## config.mk

```make
export PLATFORM = sky130hd
export DESIGN_NAME = debounce_timer_arbiter_flat
export DESIGN_NICKNAME = d
export VERILOG_FILES = /design/src/rtl/debounce_timer_arbiter_if.sv /design/src/rtl/debounce_timer_arbiter.sv /design/src/flat_wrapper.sv
export SDC_FILE = /design/constraint.sdc
export NUM_CORES = 1
export LEC_CHECK = 0
export BUFFER_PORTS_ARGS = -buffer_cell sky130_fd_sc_hd__clkbuf_2
export CORE_AREA = 10 10 78 107
export CTS_BUF_LIST = sky130_fd_sc_hd__clkbuf_8
export CTS_CLUSTER_SIZE = 14
export DETAILED_ROUTE_END_ITERATION = 10
export DIE_AREA = 0 0 88 117
export PLACE_DENSITY_LB_ADDON = 0.1
export REMOVE_ABC_BUFFERS = 1
export SYNTH_ARGS = -nofsm -noshare
export SYNTH_HDL_FRONTEND = slang
export SYNTH_SLANG_ARGS = --single-unit
```

## constraint.sdc

```tcl
create_clock -name clk -period 2.7 [get_ports clk]
set_input_delay 0.135 -clock clk [delete_from_list [all_inputs] [get_ports clk]]
set_output_delay 0.135 -clock clk [all_outputs]
set_load 0.01 [all_outputs]
```

## src/rtl/debounce_timer_arbiter_if.sv

```systemverilog
// Pin-side bundle for debounce_timer_arbiter: raw inputs in, debounced levels and edge pulses out.
// Optional abort_count exists only when DEBOUNCE_ABORT_CNT_EN is defined.
interface debounce_timer_arbiter_if #(
  parameter int N = 4
);
  // No valid/ready handshake here: noisy is a free-running level, debounced is a level,
  // rise_tick/fall_tick are single-cycle pulses, and active_idx is meaningful only while busy=1.
  logic [N-1:0] noisy;
  logic [N-1:0] debounced;
  logic [N-1:0] rise_tick;
  logic [N-1:0] fall_tick;
  logic         busy;
  logic [3:0]   active_idx;
  logic [1:0]   fsm_state;
`ifdef DEBOUNCE_ABORT_CNT_EN
  logic [15:0]  abort_count;
`endif

  modport master (
    output noisy,
    input  debounced, rise_tick, fall_tick, busy, active_idx, fsm_state
`ifdef DEBOUNCE_ABORT_CNT_EN
    , input abort_count
`endif
  );

  modport slave (
    input  noisy,
    output debounced, rise_tick, fall_tick, busy, active_idx, fsm_state
`ifdef DEBOUNCE_ABORT_CNT_EN
    , output abort_count
`endif
  );
endinterface

```

## src/rtl/debounce_timer_arbiter.sv

```systemverilog
// N-input debouncer sharing one stability timer through a round-robin grant.
// Define DEBOUNCE_ABORT_CNT_EN to add the saturating abort_count output.
module debounce_timer_arbiter #(
  parameter int N            = 4,
  parameter int DELAY_CYCLES = 5_000_000,
  parameter int CNT_W        = 23
) (
  input logic                    clk,
  input logic                    reset,
  debounce_timer_arbiter_if.slave bus
);

  typedef enum logic [1:0] {
    IDLE   = 2'd0,
    COUNT  = 2'd1,
    COMMIT = 2'd2
  } state_t;

  state_t           state;
  state_t           state_next;
  logic [N-1:0]     s1;
  logic [N-1:0]     s2;
  logic [N-1:0]     deb;
  logic [N-1:0]     rise_q;
  logic [N-1:0]     fall_q;
  logic [N-1:0]     req;
  logic [N-1:0]     sel_mask;
  logic             req_active;
  logic [3:0]       active_idx;
  logic [3:0]       last_grant;
  logic [3:0]       grant_idx;
  logic             grant_valid;
  logic [15:0]      req_ext;
  logic [4:0]       cand_sum;
  logic [CNT_W-1:0] counter;
  logic             do_grant;
  logic             do_abort;
  logic             do_commit;
  logic             cnt_inc;

  assign req        = s2 ^ deb;
  assign req_ext    = 16'(req);
  assign sel_mask   = N'(1) << active_idx;
  assign req_active = |(req & sel_mask);

  // Scan starts one past the last grant so an aborted index also loses priority.
  always_comb begin
    grant_idx   = '0;
    grant_valid = 1'b0;
    cand_sum    = '0;
    for (int k = 1; k <= N; k++) begin
      cand_sum = {1'b0, last_grant} + 5'(k);
      if (cand_sum >= 5'(N)) cand_sum = cand_sum - 5'(N);
      if (!grant_valid && req_ext[cand_sum[3:0]]) begin
        grant_valid = 1'b1;
        grant_idx   = cand_sum[3:0];
      end
    end
  end

  always_comb begin
    state_next = state;
    do_grant   = 1'b0;
    do_abort   = 1'b0;
    do_commit  = 1'b0;
    cnt_inc    = 1'b0;
    case (state)
      IDLE: begin
        if (grant_valid) begin
          do_grant   = 1'b1;
          state_next = COUNT;
        end
      end
      COUNT: begin
        if (!req_active) begin
          do_abort   = 1'b1;
          state_next = IDLE;
        end else if (counter == CNT_W'(DELAY_CYCLES - 1)) begin
          state_next = COMMIT;
        end else begin
          cnt_inc = 1'b1;
        end
      end
      COMMIT: begin
        do_commit  = 1'b1;
        state_next = IDLE;
      end
      default: state_next = IDLE;
    endcase
  end

  always_ff @(posedge clk) begin
    if (reset) begin
      state      <= IDLE;
      s1         <= '0;
      s2         <= '0;
      deb        <= '0;
      rise_q     <= '0;
      fall_q     <= '0;
      active_idx <= '0;
      last_grant <= 4'(N - 1);
      counter    <= '0;
    end else begin
      state  <= state_next;
      s1     <= bus.noisy;
      s2     <= s1;
      rise_q <= '0;
      fall_q <= '0;
      if (do_grant) begin
        active_idx <= grant_idx;
        last_grant <= grant_idx;
        counter    <= '0;
      end
      if (cnt_inc) counter <= counter + CNT_W'(1);
      if (do_commit) begin
        deb <= deb ^ sel_mask;
        if (|(deb & sel_mask)) fall_q <= sel_mask;
        else                   rise_q <= sel_mask;
      end
    end
  end

`ifdef DEBOUNCE_ABORT_CNT_EN
  logic [15:0] abort_cnt;

  always_ff @(posedge clk) begin
    if (reset) begin
      abort_cnt <= '0;
    end else if (do_abort && abort_cnt != 16'hFFFF) begin
      abort_cnt <= abort_cnt + 16'd1;
    end
  end

  assign bus.abort_count = abort_cnt;
`else
  logic unused_abort;
  assign unused_abort = do_abort;
`endif

  assign bus.debounced  = deb;
  assign bus.rise_tick  = rise_q;
  assign bus.fall_tick  = fall_q;
  assign bus.busy       = (state == COUNT) || (state == COMMIT);
  assign bus.active_idx = active_idx;
  assign bus.fsm_state  = state;

endmodule

```

## src/flat_wrapper.sv

```systemverilog
// flat-port wrapper written by rule: the top's interface ports become plain ports
module debounce_timer_arbiter_flat 
#(
  parameter int N            = 4,
  parameter int DELAY_CYCLES = 5_000_000,
  parameter int CNT_W        = 23
)
  (clk, reset, bus_noisy, bus_debounced, bus_rise_tick, bus_fall_tick, bus_busy, bus_active_idx, bus_fsm_state);
  debounce_timer_arbiter_if #(.N(N)) bus_i ();
  input logic clk;
  input logic reset;
  input wire logic [$bits(bus_i.noisy)-1:0] bus_noisy;
  output wire logic [$bits(bus_i.debounced)-1:0] bus_debounced;
  output wire logic [$bits(bus_i.rise_tick)-1:0] bus_rise_tick;
  output wire logic [$bits(bus_i.fall_tick)-1:0] bus_fall_tick;
  output wire logic [$bits(bus_i.busy)-1:0] bus_busy;
  output wire logic [$bits(bus_i.active_idx)-1:0] bus_active_idx;
  output wire logic [$bits(bus_i.fsm_state)-1:0] bus_fsm_state;
  assign bus_i.noisy = bus_noisy;
  assign bus_debounced = bus_i.debounced;
  assign bus_rise_tick = bus_i.rise_tick;
  assign bus_fall_tick = bus_i.fall_tick;
  assign bus_busy = bus_i.busy;
  assign bus_active_idx = bus_i.active_idx;
  assign bus_fsm_state = bus_i.fsm_state;
  debounce_timer_arbiter #(.N(N), .DELAY_CYCLES(DELAY_CYCLES), .CNT_W(CNT_W)) u_core (.clk(clk), .reset(reset), .bus(bus_i));
endmodule
```

==> impl_metrics.tcl, run 1 <==
set metrics [dict create \
    dr.pass1.iters 4 \
    ys_seq_area_share_pct 32.8 \
    slew_headroom_pct 63.9 \
    routabilityCongestion 0.893 \
    fp.dieW_um 88 \
    fin_area_um2 3520 \
    netlist_top_cells_area "dfxtp_1 33%, ha_1 8.4%, a311oi_2 7.2%" \
    routed_wl_um 7470 \
    critPathKind "register to register" \
    cp.required_ps 2920 \
    slew_violations 0 \
    worstReg2RegEnd "u_core.bus.active_idx[1]" \
    endpoint_kind "register" \
    grt.overflow.total 0 \
    drive_above_1_share_pct 23.9 \
    async_reset_ff_share_pct 0 \
    htree_levels 2 \
    post_cts_buffers 0 \
    track_usage_pct 15.1 \
    drv_cap 0 \
    rsz0062_at_grt "false" \
    cp-startpoint "u_core.last_grant[2]" \
    post-route-min-period_ps 2550 \
    worstPathMaxFanout 14 \
    synth_top_area_share_pct 32.8 \
    grt_pass1_wl_um 12700 \
    n_antenna_cell 0 \
    hold_violations 0 \
    coreArea_um2 6440 \
    dp_hpwl_um 5450 \
    path_clk_slew_ps 110 \
    clock_latency_ps 320 \
    setup_violations 0 \
    cp-endpoint "u_core.bus.active_idx[1]" \
    vdd_drop_max_uv 252 \
    grt_pass1_vias 2627 \
    dieArea_um2 10300 \
    ys_warn_count 0 \
    max-clock-path-buffers 2 \
    worstMarginPinSlew_ps 541 \
    synth-edff-count 0 \
    r2r_cells 8 \
    ys_ff_latch 51 \
    numCtsBuffers 5 \
    dpl_cell_area_um2 3370 \
    synthCells 345 \
    dr_total_vias 2649 \
    drc 0 \
    cts_root_buf "clkbuf_8" \
    finalCritPeriodShare_pct 94.4 \
    layout_common_cells "49 x dfxtp_1, 31 x nand2_1, 27 x nor2_1" \
    finClkSkew_ps 11.6 \
    cts_tree "yes" \
    hp-class "primary input to register" \
    mostFrequentLayoutCell "dfxtp_1" \
    crit_family "compound AO/OA/AOI/OAI gates" \
    whs_ps 19.5 \
    cp.depth 8 \
    wl_per_cell_um 16.6 \
    io_pins 25 \
    start_kind "register" \
    holdBufCountCts 0 \
    worst-endpoint-arrival_ps 2770 \
    reg2reg_slack_ps 150 \
    synth_area_leader_cell "dfxtp_1" \
    die_y_um 117 \
    syn_area_per_cell_um2 9.02 \
    leakage_nw 1.32 \
    via_per_inst 5.87 \
    place_ws_ps 30.0 \
    rr_startpoint "u_core.last_grant[2]" \
    start_util_pct 48.3 \
    critPathSlowestCell "or3b_2" \
    status "finished clean" \
    rows 35 \
    final.setup.tns_ps 0 \
    setup_slack_ps 152 \
    critPathBufInv 1 \
    io_buffers 24 \
    antenna_found_initial 0 \
    max_stage_delay_ps 470 \
    fmax_mhz 392 \
    grt_max_degree 36 \
    layout.nets 403 \
    critical_path.cell_chain "buf_4 -> ha_1 -> or3b_2 -> a22oi_1 -> o2bb2ai_2 -> and2_1 -> o21ai_1 -> a221oi_2" \
    synthFlopType "dfxtp_1" \
    syn_area_um2 3110 \
    synth.distinct_cells 64 \
    area_growth_pct 13.2 \
    detail-route-antenna-nets 0 \
    nFillCells 609 \
    power_density_nw_per_um2 671 \
    cts_sinks 51 \
    drt_iter0_markers 111 \
]
-- layout make-up --
cell class                 instances  area (um2)  share of cell area, %
inverter                          19        71.3                   2.03
sequential                        51        1020                   29.1
tap                               74        92.6                   2.63
clock inverter                     3        22.5                  0.640
multi-input combinational        261        1990                   56.6
timing repair buffer              38         250                   7.11
clock buffer                       5        68.8                   1.95
-- per-layer routing --
layer	wire length (um)	share of wire (%)	track usage (%)	up-vias
met5	0	0	0	-
met4	129	1.7	5.54	0
met3	244	3.3	2.70	10
met2	3970	53	27.4	34
met1	3130	42	16.8	1270
li1	-	-	-	1335
-- repair_timing --
action	CTS	global route
endpoints found under the setup margin	17	30
pin swaps	0	0
resized for setup	1	10
hold endpoints to repair	0	0
-- flip-flops by register name, summed over array words and instances (netlist names) --
register	count
u_core.bus.rise_tick	4
u_core.last_grant	4
u_core.bus.debounced	4
u_core.bus.fsm_state	2
u_core.s2	4
u_core.bus.fall_tick	4
u_core.s1	4
u_core.bus.active_idx	2
u_core.counter	23
-- where the power goes --
group	leakage [nW]	internal (mW)	switching [mW]	total [mW]
clock	0.0485	0.187	0.292	0.479
combinational	0.857	0.431	0.623	1.05
sequential	0.413	0.789	0.0395	0.828
total	1.32	1.41	0.955	2.36
-- Yosys cell counts, types with 2 or more instances --
| cell | instances |
|---|---|
| clkbuf_1 | 7 |
| inv_1 | 19 |
| o21ai_0 | 11 |
| nor4_1 | 5 |
| a311oi_2 | 15 |
| xor2_1 | 2 |
| mux4_2 | 2 |
| a211oi_1 | 5 |
| o2bb2ai_1 | 2 |
| a32oi_1 | 2 |
| and3_1 | 6 |
| and2_1 | 6 |
| nor2_1 | 27 |
| o21ai_1 | 5 |
| dfxtp_1 | 51 |
| a31oi_1 | 8 |
| xnor2_1 | 7 |
| a21oi_1 | 16 |
| buf_6 | 2 |
| or3_1 | 7 |
| o31ai_1 | 2 |
| o22ai_2 | 2 |
| nand2b_1 | 5 |
| nor3_1 | 10 |
| mux2i_1 | 6 |
| buf_4 | 2 |
| nand4_1 | 3 |
| nor2b_1 | 10 |
| nand2_1 | 31 |
| a21oi_2 | 2 |
| nor4b_2 | 2 |
| or4b_4 | 2 |
| mux2_2 | 3 |
| nand3_1 | 8 |
| buf_2 | 3 |
| ha_1 | 21 |
-- worst min-delay path by stage --
stage | depth (start not counted) | end | from
after floorplan | 1 | u_core.counter[19] | reset
after global placement | 2 | u_core.s1[2] | bus_noisy[2]
after detailed placement | 2 | u_core.s1[2] | bus_noisy[2]
after CTS | 2 | u_core.s1[1] | bus_noisy[1]
after global routing | 2 | u_core.s1[1] | bus_noisy[1]
final | 2 | u_core.s1[2] | bus_noisy[2]
-- stage by stage --
step	instances	power (mW)	util, %
5_1_grt	451	2.51	54.7
4_1_cts	451	2.29	53.9
3_5_place_dp	443	1.80	52.4
6_report	451	2.36	54.7
3_3_place_gp	443	1.79	52.4
2_1_floorplan	331	1.48	-
-- cells by family after synthesis --
group                      synth area share [%]
DFF                                        32.8
buffers and inverters                      4.83
AOI/OAI and AO/OA                          24.5
xor gates and xnor gates                   2.53
and+or+nand+nor                            22.4
adders and majority gates                  8.45
muxes                                      4.46
(Power assumes the default switching activity.)
==> run 2, diff against run 1 <==
--- a/config.mk
+++ b/config.mk
@@ -6,11 +6,11 @@
 export NUM_CORES = 1
 export LEC_CHECK = 0
 export BUFFER_PORTS_ARGS = -buffer_cell sky130_fd_sc_hd__clkbuf_2
-export CORE_AREA = 10 10 78 107
+export CORE_AREA = 4 4 72 101
 export CTS_BUF_LIST = sky130_fd_sc_hd__clkbuf_8
 export CTS_CLUSTER_SIZE = 14
 export DETAILED_ROUTE_END_ITERATION = 10
-export DIE_AREA = 0 0 88 117
+export DIE_AREA = 0 0 76 105
 export PLACE_DENSITY_LB_ADDON = 0.1
 export REMOVE_ABC_BUFFERS = 1
 export SYNTH_ARGS = -nofsm -noshare
==> run 2 against run 1 <==
Global-route usage increased by 3.5 points; die area decreased by 22%; utilization increased by 0.35 points; wire length decreased by 0.28%; fmax increased by 1.4%; sequential share of layout area decreased by 0.15 points; hold slack improved by 9.1 ps; first-iteration DRC count decreased by 0.90%; critical endpoint is now u_core.last_grant[1]; largest power group unchanged.
==> impl_metrics.tcl, run 2 (synthesis gave the netlist of run 1 again) <==
set metrics [dict create \
    antenna_found_initial 0 \
    top_register "u_core.counter" \
    leakage_nw 1.35 \
    hold_violations 0 \
    grt_pass1_wl_um 12400 \
    fmax_mhz 398 \
    status "finished clean" \
    path_clk_slew_ps 110 \
    cts_root_buf "clkbuf_8" \
    critPathKind "register to register" \
    numCtsBuffers 5 \
    coreArea_um2 6440 \
    rsz0062_at_grt "true" \
    post-route-min-period_ps 2510 \
    dp_hpwl_um 5450 \
    whs_ps 28.7 \
    io_pins 25 \
    dr.pass1.iters 4 \
    critical_path.cell_chain "ha_1 -> nand2_1 -> xnor2_1 -> inv_1 -> ha_1 -> nand2_1 -> o21ai_0 -> o2bb2ai_2 -> o2111a_1 -> o32ai_2 -> a32oi_1" \
    holdBufCountCts 0 \
    die_y_um 105 \
    layout.nets 411 \
    dr_total_vias 2678 \
    dieArea_um2 7980 \
    clock_latency_ps 310 \
    n_antenna_cell 0 \
    cp.required_ps 2870 \
    grt_max_degree 43 \
    setup_violations 0 \
    finalCritPeriodShare_pct 93.0 \
    mostFrequentLayoutCell "dfxtp_1" \
    worst-endpoint-arrival_ps 2680 \
    start_util_pct 48.3 \
    wl_per_cell_um 16.2 \
    final_util_pct 55.0 \
    drive_above_1_share_pct 25.2 \
    nFillCells 619 \
    final.setup.tns_ps 0 \
    vdd_drop_max_uv 359 \
    critPathSlowestCell "dfxtp_2" \
    layout_common_cells "48 x dfxtp_1, 31 x nand2_1, 27 x nor2_1" \
    crit_family "compound AO/OA/AOI/OAI gates" \
    grt_pass1_vias 2607 \
    endpoint_kind "register" \
    finClkSkew_ps 7.88 \
    via_per_inst 5.83 \
    worstMarginPinSlew_ps 758 \
    worstPathMaxFanout 10 \
    cts_tree "yes" \
    routed_wl_um 7450 \
    largest_register_ffs 23 \
    drc 0 \
    slew_violations 0 \
    htree_levels 2 \
    drv_cap 0 \
    rows 35 \
    fp.dieW_um 76 \
    drt_iter0_markers 110 \
    detail-route-antenna-nets 0 \
    cts_sinks 51 \
    fin_total_pwr_mw 2.34 \
    slew_headroom_pct 49.4 \
    area_growth_pct 13.9 \
    routabilityCongestion 0.847 \
    critPathBufInv 1 \
    grt.overflow.total 0 \
    max_stage_delay_ps 450 \
    start_kind "register" \
    hp-class "primary input to register" \
    max-clock-path-buffers 2 \
    io_buffers 24 \
    power_density_nw_per_um2 661 \
    track_usage_pct 18.5 \
]
run 2: what timing repair did:
| action | in CTS | in global routing |
|---|---|---|
| endpoints found under the setup margin | 23 | 30 |
| gates resized for setup | 3 | 5 |
| pin swaps | 0 | 2 |
| cloned | 0 | 1 |
| buffers inserted | 0 | 1 |
run 2: layer usage:
| metal | share of wire, % | global-route usage [%] | up-vias |
|---|---|---|---|
| met5 | 0 | 0 | - |
| met4 | 1.8 | 5.47 | 0 |
| met3 | 3.2 | 2.84 | 10 |
| met2 | 55 | 35.5 | 52 |
| met1 | 40 | 20.4 | 1262 |
| li1 | - | - | 1354 |
run 2: area by class of cell:
class	count	area, um2	area share (%)
multi-input cells	262	1970	55.6
flip-flops and latches	51	1020	28.9
repair buffers	45	290	8.19
well taps	74	92.6	2.61
inverters	19	71.3	2.01
clock buffers	5	68.8	1.94
clock inverters	3	25.0	0.706
run 2: worst register-to-register path, cell delays in order, from the launching register on:
cell	delay, ps
dfxtp_2	450
ha_1	200
nand2_1	70
xnor2_1	210
inv_1	70
ha_1	170
nand2_1	80
o21ai_0	150
o2bb2ai_2	190
o2111a_1	260
o32ai_2	320
a32oi_1	200
run 2: per-stage QoR:
step	std cells	setup WS [ps]	cell area (um2)
finish	459	188	3540
global route	459	-4.59	3540
CTS	457	63.6	3510
detailed placement	449	-59.5	3410
global placement	449	35.9	3410
floorplan	331	-216	3030
run 2: report_power, final:
group	total (mW)	switching, mW	internal (mW)
clock	0.477	0.287	0.190
sequential	0.831	0.0421	0.789
combinational	1.04	0.604	0.431
total	2.34	0.934	1.41
run 2: final timing paths:
kind | end | start | cells after the start | slack, ps
max reg2reg | u_core.last_grant[1] | u_core.last_grant[2] | 11 | 190
max | u_core.last_grant[1] | u_core.last_grant[2] | 11 | 190
min | u_core.s1[1] | bus_noisy[1] | 2 | 30
min reg2reg | u_core.s2[3] | u_core.s1[3] | 1 | 450
==> run 3, diff against run 2 <==
--- a/config.mk
+++ b/config.mk
@@ -11,7 +11,7 @@
 export CTS_CLUSTER_SIZE = 14
 export DETAILED_ROUTE_END_ITERATION = 10
 export DIE_AREA = 0 0 76 105
-export PLACE_DENSITY_LB_ADDON = 0.1
+export PLACE_DENSITY_LB_ADDON = 0.3
 export REMOVE_ABC_BUFFERS = 1
 export SYNTH_ARGS = -nofsm -noshare
 export SYNTH_HDL_FRONTEND = slang
==> run 3 against run 2 <==
Largest power group unchanged; count of clock-buffer cells in the layout did not move; sequential share of layout area fell by 0.17 points; combinational power barely moved; setup slack got worse by 45 ps; cell count fell by 0.44%; design area rose by 0.35%; non-clock buffer count fell by 2; via count rose by 1.1%; register-to-register slack got worse by 40 ps; total power rose by 0.81%; wire length fell by 4.5%; critical endpoint is now u_core.counter[10]; clock skew fell by 0.88 ps.
==> impl_metrics.tcl, run 3 (synthesis gave the netlist of run 1 again) <==
set metrics [dict create \
    status "finished clean" \
    wl_per_cell_um 15.6 \
    grt_max_degree 36 \
    grt.overflow.total 0 \
    slew_violations 0 \
    clock_latency_ps 310 \
    hp-class "primary input to register" \
    finalCritPeriodShare_pct 94.7 \
    path_clk_slew_ps 100 \
    start_util_pct 48.3 \
    holdBufCountCts 0 \
    critPathKind "register to register" \
    fmax_mhz 391 \
    track_usage_pct 17.9 \
    mostFrequentLayoutCell "dfxtp_1" \
    drive_above_1_share_pct 24.3 \
    io_pins 25 \
    largest_register_ffs 23 \
    worstPathMaxFanout 21 \
    worstMarginPinSlew_ps 735 \
    drt_iter0_markers 106 \
    whs_ps 29.0 \
    max-clock-path-buffers 2 \
    critical_path.cell_chain "inv_1 -> ha_1 -> xor2_1 -> inv_1 -> ha_1 -> a22oi_1 -> o2bb2ai_2 -> a21oi_1 -> a31oi_4 -> buf_12 -> a311oi_2" \
    vdd_drop_max_uv 336 \
    grt_pass1_wl_um 12000 \
    max_stage_delay_ps 470 \
    dr.pass1.iters 4 \
    slew_headroom_pct 50.9 \
    dp_hpwl_um 5260 \
    grt_pass1_vias 2619 \
    io_buffers 24 \
    setup_slack_ps 143 \
    n_antenna_cell 0 \
    area_growth_pct 14.3 \
    fp.dieW_um 76 \
    critPathSlowestCell "dfxtp_1" \
    fin_cells 457 \
    routabilityCongestion 0.895 \
    leakage_nw 1.35 \
    place_ws_ps -17.6 \
    htree_levels 2 \
    detail-route-antenna-nets 0 \
    antenna_found_initial 0 \
    via_per_inst 5.92 \
    critPathBufInv 3 \
    cp.required_ps 2880 \
    final_util_pct 55.2 \
    post-route-min-period_ps 2560 \
    power_density_nw_per_um2 664 \
    endpoint_kind "register" \
    dr_total_vias 2707 \
    coreArea_um2 6440 \
    top_register "u_core.counter" \
    drc 0 \
    nFillCells 617 \
    finClkSkew_ps 7.00 \
    die_y_um 105 \
    layout.nets 409 \
    hold_violations 0 \
    routed_wl_um 7110 \
    cts_root_buf "clkbuf_8" \
    worst-endpoint-arrival_ps 2740 \
    drv_cap 0 \
    cts_sinks 51 \
    layout_common_cells "50 x dfxtp_1, 30 x nand2_1, 27 x nor2_1" \
    setup_violations 0 \
    rows 35 \
    placed_cells 447 \
    crit_family "compound AO/OA/AOI/OAI gates" \
    final.setup.tns_ps 0 \
    start_kind "register" \
    rsz0062_at_grt "false" \
    dieArea_um2 7980 \
    numCtsBuffers 5 \
    cts_tree "yes" \
]
-- run 3: cell types whose count changed in the layout (fill, tap and decap cells not counted), sizes merged --
cell and delta:
clkinvlp -1, inv -1, clkinv +2, buf -2
-- run 3: final timing paths --
check / startpoint / to / slack [ps] / depth (start not counted)
max: u_core.last_grant[0] / u_core.counter[10] / 140 / 11
min: bus_noisy[2] / u_core.s1[2] / 30 / 2
max reg2reg: u_core.last_grant[0] / u_core.counter[10] / 140 / 11
min reg2reg: u_core.s1[0] / u_core.s2[0] / 440 / 1
-- run 3: power by group --
group | internal (mW) | total [mW] | switching, mW
combinational | 0.444 | 1.07 | 0.628
sequential | 0.787 | 0.830 | 0.0435
clock | 0.186 | 0.460 | 0.273
total | 1.42 | 2.36 | 0.945
-- run 3: routing by layer --
layer | GRT usage, % | wire, um | up-vias
met5 | 0 | 0 | -
met2 | 32.4 | 3770 | 38
li1 | - | - | 1344
met3 | 3.45 | 221 | 13
met1 | 20.1 | 2980 | 1312
met4 | 7.12 | 148 | 0
-- run 3: layout make-up --
type / count / area, um2 / area share [%]
Clock buffer: 5 / 68.8 / 1.94
Clock inverter: 3 / 22.5 / 0.633
Inverter: 19 / 71.3 / 2.01
Multi-Input combinational cell: 262 / 1990 / 56.0
Sequential cell: 51 / 1020 / 28.7
Tap cell: 74 / 92.6 / 2.60
Timing Repair Buffer: 43 / 288 / 8.09
-- run 3: timing repair --
action,CTS,global route
gates resized for setup,2,7
cloned,0,1
buffers inserted,0,1
setup endpoints to repair,21,30
pin swaps,0,2
-- run 3: through the flow --
step	total power, mW	instance area (um2)
floorplan	1.48	3030
global placement	1.80	3400
detailed placement	1.81	3400
CTS	2.30	3510
global route	2.51	3560
finish	2.36	3560
